### config.mk
export PLATFORM = sky130hd
export DESIGN_NAME = imem_loader
export DESIGN_NICKNAME = d
export VERILOG_FILES = /design/src/rtl/imem_loader.sv
export SDC_FILE = /design/constraint.sdc
export NUM_CORES = 1
export LEC_CHECK = 0
export CORE_MARGIN = 4
export CORE_UTILIZATION = 58
export DETAILED_ROUTE_END_ITERATION = 8
export PLACE_DENSITY_LB_ADDON = 0.1
export SLEW_MARGIN = 20
export SYNTH_ARGS = -nofsm -noshare
export SYNTH_HDL_FRONTEND = slang
export SYNTH_SLANG_ARGS = --single-unit
### constraint.sdc
create_clock -name clk -period 4.62 [get_ports clk]
set_clock_uncertainty 0.05 [all_clocks]
set_input_delay 0.462 -clock clk [delete_from_list [all_inputs] [get_ports clk]]
set_output_delay 0.462 -clock clk [all_outputs]
set_load 0.02 [all_outputs]
### src/rtl/imem_loader.sv
`default_nettype none
// ============================================================================
// Module      : imem_loader
// Description : Loads a length-prefixed, XOR-checksummed byte image into the
//               instruction memory write port; holds the core until success.
// Revision    : 1.0 - initial release
// ============================================================================
module imem_loader #(
    parameter int          ADDR_WIDTH = 10,
    parameter int unsigned MAX_WORDS  = 1024
) (
    input  logic        clk,
    input  logic        rst,
    input  logic        start,
    input  logic        in_valid,
    input  logic [7:0]  in_data,
    output logic        in_ready,
    output logic        wr_en,
    output logic [31:0] wr_addr,
    output logic [31:0] wr_data,
    output logic        cpu_hold,
    output logic        busy,
    output logic        done,
    output logic        error
);

    localparam logic [2:0] c_st_idle  = 3'd0;
    localparam logic [2:0] c_st_len0  = 3'd1;
    localparam logic [2:0] c_st_len1  = 3'd2;
    localparam logic [2:0] c_st_data  = 3'd3;
    localparam logic [2:0] c_st_check = 3'd4;
    localparam logic [2:0] c_st_done  = 3'd5;
    localparam logic [2:0] c_st_err   = 3'd6;

    logic [2:0]          r_state;
    logic [15:0]         r_len;
    logic [ADDR_WIDTH:0] r_word_idx;
    logic [1:0]          r_lane;
    logic [7:0]          r_xor;
    logic [23:0]         r_shift;
    logic                r_wr_en;
    logic [31:0]         r_wr_addr;
    logic [31:0]         r_wr_data;
    logic                r_cpu_hold;
    logic                r_done;
    logic                r_error;

    logic                w_busy;
    logic [15:0]         w_len_full;
    logic [31:0]         w_len_ext;
    logic [ADDR_WIDTH:0] w_next_idx;
    logic                w_last_word;

    // Ready depends on registered state only, never on in_valid.
    assign w_busy      = (r_state == c_st_len0) || (r_state == c_st_len1) ||
                         (r_state == c_st_data) || (r_state == c_st_check);
    assign w_len_full  = {in_data, r_len[7:0]};
    assign w_len_ext   = {16'd0, w_len_full};
    assign w_next_idx  = r_word_idx + {{ADDR_WIDTH{1'b0}}, 1'b1};
    assign w_last_word = (32'(w_next_idx) == {16'd0, r_len});

    always_ff @(posedge clk) begin
        if (rst) begin
            r_state    <= c_st_idle;
            r_len      <= 16'd0;
            r_word_idx <= '0;
            r_lane     <= 2'd0;
            r_xor      <= 8'd0;
            r_shift    <= 24'd0;
            r_wr_en    <= 1'b0;
            r_wr_addr  <= 32'd0;
            r_wr_data  <= 32'd0;
            r_cpu_hold <= 1'b1;
            r_done     <= 1'b0;
            r_error    <= 1'b0;
        end else begin
            r_wr_en <= 1'b0;
            case (r_state)
                c_st_idle, c_st_done, c_st_err: begin
                    if (start) begin
                        r_state    <= c_st_len0;
                        r_done     <= 1'b0;
                        r_error    <= 1'b0;
                        r_cpu_hold <= 1'b1;
                        r_word_idx <= '0;
                        r_lane     <= 2'd0;
                        r_xor      <= 8'd0;
                    end
                end
                c_st_len0: begin
                    if (in_valid) begin
                        r_len[7:0] <= in_data;
                        r_xor      <= r_xor ^ in_data;
                        r_state    <= c_st_len1;
                    end
                end
                c_st_len1: begin
                    if (in_valid) begin
                        r_len[15:8] <= in_data;
                        r_xor       <= r_xor ^ in_data;
                        if (w_len_full == 16'd0) begin
                            r_state <= c_st_check;
                        end else if (w_len_ext > MAX_WORDS) begin
                            // Oversize image aborts before any checksum byte.
                            r_state <= c_st_err;
                            r_error <= 1'b1;
                        end else begin
                            r_state <= c_st_data;
                        end
                    end
                end
                c_st_data: begin
                    if (in_valid) begin
                        r_xor  <= r_xor ^ in_data;
                        r_lane <= r_lane + 2'd1;
                        case (r_lane)
                            2'd0: r_shift[7:0]   <= in_data;
                            2'd1: r_shift[15:8]  <= in_data;
                            2'd2: r_shift[23:16] <= in_data;
                            default: begin
                                r_wr_en    <= 1'b1;
                                r_wr_data  <= {in_data, r_shift};
                                r_wr_addr  <= 32'(r_word_idx) << 2;
                                r_word_idx <= w_next_idx;
                                if (w_last_word) begin
                                    r_state <= c_st_check;
                                end
                            end
                        endcase
                    end
                end
                c_st_check: begin
                    if (in_valid) begin
                        if (in_data == r_xor) begin
                            r_state    <= c_st_done;
                            r_done     <= 1'b1;
                            r_cpu_hold <= 1'b0;
                        end else begin
                            r_state <= c_st_err;
                            r_error <= 1'b1;
                        end
                    end
                end
                default: r_state <= c_st_idle;
            endcase
        end
    end

    assign in_ready = w_busy;
    assign busy     = w_busy;
    assign wr_en    = r_wr_en;
    assign wr_addr  = r_wr_addr;
    assign wr_data  = r_wr_data;
    assign cpu_hold = r_cpu_hold;
    assign done     = r_done;
    assign error    = r_error;

endmodule
`default_nettype wire

**Word-level counts from Yosys, hierarchy flattened**

Index checks and enable logic that the tools add are counted.

- Flip-flop bits (word level): 111
- Bits of input ports: 12
- Output and inout bits: 70
- Logic and storage cells: 106

- Add/sub/neg operators: 2
- Order comparisons: 1
- Eq/ne operators: 22
- Multiplexer cells: 36
- Bitwise operators: 4
- Reduce and logical (&&, ||, !) cells: 26

Operators with widths:

| operator | number |
|---|---|
| 2-to-1 mux 11 bit | 3 |
| 2-to-1 mux 3 bit | 9 |
| one-hot mux 11 bit (2 select lines) | 1 |
| != test 2 bit, second input constant | 9 |
| AND reduction 3 bit | 6 |
| equality test 11 x 16 -> 1 bit | 1 |
| > comparator 16 x 11 -> 1 bit, second input constant | 1 |
| logical NOT 16 bit | 1 |
| 2-to-1 mux 8 bit | 2 |
| one-hot mux 8 bit (2 select lines) | 1 |
| one-hot mux 3 bit (5 select lines) | 1 |
| AND reduction 7 bit | 2 |
| 2-to-1 mux 1 bit | 12 |
| OR reduction 3 bit | 4 |
| adder 11 x 1 -> 11 bit, second input constant | 1 |
| equality test 3 bit, second input constant | 3 |
| equality test 8 bit | 1 |
| AND reduction 4 bit | 2 |
| XOR 8 bit | 1 |
| equality test 3 x 2 -> 1 bit, second input constant | 2 |
| 2-to-1 mux 2 bit | 3 |
| != test 2 x 1 -> 1 bit, second input constant | 3 |
| nonzero test 2 bit | 3 |
| one-hot mux 1 bit (2 select lines) | 2 |
| 12 further kinds | 17 |

**Longest topological paths before layout**

- Word-level depth: 6
- Gate-level depth with buffers: 9

**Worst setup path after synthesis**

OpenSTA, ideal clock, no wires.

- Kind: register -> register
- Start point: register r_word_idx[1]
- End point: register r_state[2]
- Setup time: 0.070 ns
- Data arrival time: 1.978 ns
- Setup slack: 2.521 ns
- Stages on the path, launching flop included: 9
- Path buffers: 1
- Clock period less this slack: 2.099 ns
- Cell sequence: dfxtp_1 -> ha_1 -> buf_2 -> and3_4 -> nand3_1 -> nor4b_1 -> o32ai_1 -> or4_1 -> o21bai_1

- Word-level cells in the longest chain between the ends: 4

Ends and longest elaborated chain:

| element | RTL line | RTL |
|---|---|---|
| start: declaration | 37 | `logic [ADDR_WIDTH:0] r_word_idx;` |
| start signal: assignment | 124 | `r_word_idx <= w_next_idx;` |
| adder 11 x 1 -> 11 bit | 59 | `assign w_next_idx = r_word_idx + {{ADDR_WIDTH{1'b0}}, 1'b1};` |
| equality test 11 x 16 -> 1 bit | 60 | `assign w_last_word = (32'(w_next_idx) == {16'd0, r_len});` |
| != test 2 bit (no source line) | - |  |
| AND reduction 7 bit (no source line) | - |  |
| end signal: assignment | 64 | `r_state <= c_st_idle;` |
| end signal: assignment | 81 | `r_state <= c_st_len0;` |
| end signal: assignment | 94 | `r_state <= c_st_len1;` |
| end: declaration | 35 | `logic [2:0] r_state;` |

Every way passes these cells.
A chain may end at the register's enable or synchronous reset.

**Worst setup path after layout**

- Start point: register r_state[1]
- End point: register r_word_idx[4]

- Word-level cells in the longest chain between the ends: 4

Ends and longest elaborated chain:

| element | RTL line | RTL |
|---|---|---|
| equality test 3 bit or logical NOT 3 bit (tied branches) | 78 | `case (r_state)` |
| OR reduction 3 bit | 78 |  |
| != test 2 bit (no source line) or nonzero test 2 bit (tied branches) | - |  |
| AND reduction 4 bit (no source line) | - |  |

Parallel ways exist; a longest one is shown, timed or not.

==> results.md <==
- CTS tree: done
- Reg2reg start: r_state[1]$_SDFFE_PP0P_
- Net count, final: 700
- Share of cells above drive strength 1: 0.0451
- Slew margin rel.: 0.444
- Worst endpoint required time: approximately 4.9 ns
- GRT Residual Overflow: 0
- Buf/Inv on CP: 1
- Commonest cells after routing, fill and taps aside: nand2_1, dfxtp_1, a21oi_1
- Worst R2R End: r_word_idx[4]$_SDFFE_PP0P_
- Post-synthesis compound-gate area fraction: 0.162
- Drt total wl: about 12000 um
- Htree depth: 3
- Reg2reg path depth: 6
- Global Route met1 Usage: 0.299
- Total CTS buffers: 9
- VDD IR max: 0.227 mV
- Root buf cell: clkbuf_8
- Resize count post-CTS: 0
- Critical Path, Cell by Cell: nand3b_1, nor2_2, buf_4, nand2_1, or3_1, a21oi_1
- Commonest non-fill, non-tap cell in the layout: nand2_1
- Critical Path AT: 3.09 ns
- CP max-delay cell: dfxtp_1
- Met3 Usage GRT: 0.0403
- Sink Count: approximately 110
- Area Growth Syn to Fin: 11.9%
- Post-synthesis xor/xnor area fraction: 0.0424
- Cell row count: 34
- Main combinational cell family by area after synthesis: simple AND/OR/NAND/NOR gates
- LEAKAGE: slightly below 2 nW
- Worst-path clk slew: approximately 0.11 ns
- Mapped Area: 5170 sq um
- Synth Area per Inst: a little under 8 sq um
- Worst Path Max Fanout: 33
- Drt drc: 0
- Die height: 102 um
- Simple-gate portion of the synthesized area: 0.245
- FMAX: 354 MHz
- Initial drt markers: 256
- Global routing usage on met2: 0.390
- Total GRT Usage: 0.230
- DR vias: 4473
- Ys Warns: 0
- Post-CTS setup buffers: 0
- RSZ-0062 raised after global routing: false
- Hold Path Stages: 2
- Outcome: completed
- GR peak layer: met2
- Fillers: 776
- Top delay family on crit path: simple AND/OR/NAND/NOR gates
- Seq/Total Area, Yosys: 0.430
- Ys flop type: dfxtp_1
- Critical path class: flop to flop
- Chip Width: 102 um
- Worst-Margin Slew: slightly above 0.8 ns
- Routability congestion estimate: 0.900
- Library cells used by synthesis: 52
- Antenna violations before repair: 0
- Fin. max-slew vios: 0
- Port Buffer Count: 60
- Crit path launch type: flop
- Start point of the worst hold path: wr_data[2]$_SDFFE_PP0P_
- Initial Util: 0.596
- Setup violators final: 0
- Power per cell area: 366 nW/um^2
- Post-synth EDFFs: 0
- FF-to-FF setup slack: approximately 1.8 ns
- Period utilization: 0.612
- Drt pass-1 iters: 5
- Clock Path Buffers: 2
- Multi-input gate area: ~2600 sq um
- Vias in the first global route: 4169
- Hold Crit Class: flop to flop
- Max_cap viols: 0
- Hold buffers post-CTS: 0
- Post-DP HPWL: 7880 um
- Multiplexer share of the synthesized area: 0.0194
- Hold Path End: wr_data[2]$_SDFFE_PP0P_
- Placed Area: 5610 sq um
- Post-route core utilization: 0.667
- Core area: 8680 sq um
- Fin crit period: roughly 2.8 ns
- Clk_lat worst skew: approximately 0.38 ns
- Die ar.: 10500 sq um
- Vias per inst: approximately 5.6
- Type of destination of the critical path: flop
- FF/Latch Area: ~2200 sq um
- Post-synthesis async set-or-reset flop share: 0
- Global-route wire length before repair: 19100 um
- Final ANT Viol Nets: 0
- Cells after Synth: 662
- Io pins: 82
- Post-route cell area: 5790 sq um
- Adder-Cell Fraction of Synth Area: 0.0121
- CP max stage delay: ~0.76 ns
- #FFs+latches synth: 111
- Pin count of the biggest net entering global routing: 114
- Final hold vios: 0
- # diodes: 0
- Setup Total Neg Slack: 0 ns
- Wire per inst: 14.7 um
[worst reg2reg max path: stages, from the launching register on]
cell	delay (ns)
dfxtp_1	0.76
nand3b_1	0.22
nor2_2	0.15
buf_4	0.31
nand2_1	0.56
or3_1	0.54
a21oi_1	0.16
[report_power, final]
group / switching [mW] / internal (mW)
clock network: 0.341 / 0.201
registers: 0.0758 / 1.00
logic: 0.298 / 0.202
[logic make-up (layout without fill, tap and decap cells)]
| group | Yosys count | count (layout) |
|---|---|---|
| XOR/XNOR | 25 | 25 |
| flip-flops | 111 | 111 |
| multiplexers | 10 | 10 |
| AND/OR/NAND/NOR | 275 | 275 |
| adder cells (fa/ha/maj) | 5 | 5 |
| buffers and inverters | 88 | 93 |
| AO/OA/AOI/OAI | 147 | 147 |
| other | 1 | 21 |
[stage by stage]
step / setup slack (ns) / power, mW / hold WS (ns) / cells
floorplan: 2.52 / 1.49 / 0.381 / 682
global placement: 1.47 / 1.58 / 0.388 / 780
finish: 1.79 / 2.12 / 0.408 / 795
CTS: 1.83 / 2.12 / 0.411 / 795
detailed placement: 1.44 / 1.59 / 0.395 / 780
global route: 1.55 / 2.23 / 0.415 / 795
[synth_stat cells, types with 3 or more instances]
master	count	area, sq um
nand3b_1	3	22.5
o21ai_0	20	100
nand4_1	6	37.5
inv_1	12	45.0
buf_2	14	70.1
dfxtp_1	111	2220
nand2_1	143	537
a21oi_1	93	465
xnor2_1	16	140
mux2i_1	10	100
or4_1	3	22.5
nor4_1	3	18.8
o21bai_1	3	22.5
nor3_1	11	55.1
a211oi_1	4	30.0
nor2_1	41	154
a31oi_1	3	18.8
nand3_1	38	190
or3_1	6	37.5
buf_1	6	22.5
buf_4	25	188
xor2_1	9	78.8
a22oi_1	8	60.1
nor2b_1	6	37.5
ha_1	5	62.6
clkbuf_1	28	105
nand2b_1	3	18.8
[registers in the layout, indices dropped and copies added (netlist names)]
name        cells
r_lane          2
done            1
wr_data        32
r_len          16
wr_addr        11
cpu_hold        1
r_word_idx     11
r_shift        24
error           1
wr_en           1
r_state         3
r_xor           8
[worst max path at each step]
stage	from	to	slack (ns)	cells after the start
finish	r_state[1]$_SDFFE_PP0P_	r_word_idx[4]$_SDFFE_PP0P_	1.79	6
global route	r_state[1]$_SDFFE_PP0P_	wr_addr[3]$_SDFFE_PP0P_	1.55	7
CTS	r_state[1]$_SDFFE_PP0P_	r_word_idx[4]$_SDFFE_PP0P_	1.83	6
detailed placement	in_valid	wr_data[13]$_SDFFE_PP0P_	1.44	8
global placement	in_valid	wr_data[14]$_SDFFE_PP0P_	1.47	8
floorplan	r_word_idx[1]$_SDFFE_PP0P_	r_state[2]$_SDFFE_PP0P_	2.52	8
[layer usage]
metal,up-vias,part of all wire
met3,13,0.042
met4,0,0.015
met2,96,0.49
li1,2232,-
met1,2132,0.46
met5,-,0
[cell type report]
cell class	count	share of cell area
multi-input combinational	483	0.443
sequential	111	0.384
timing repair buffer	65	0.110
tap	108	0.0234
clock buffer	9	0.0214
clock inverter	6	0.00886
inverter	13	0.00843
Power figures use the tool's default switching activity.
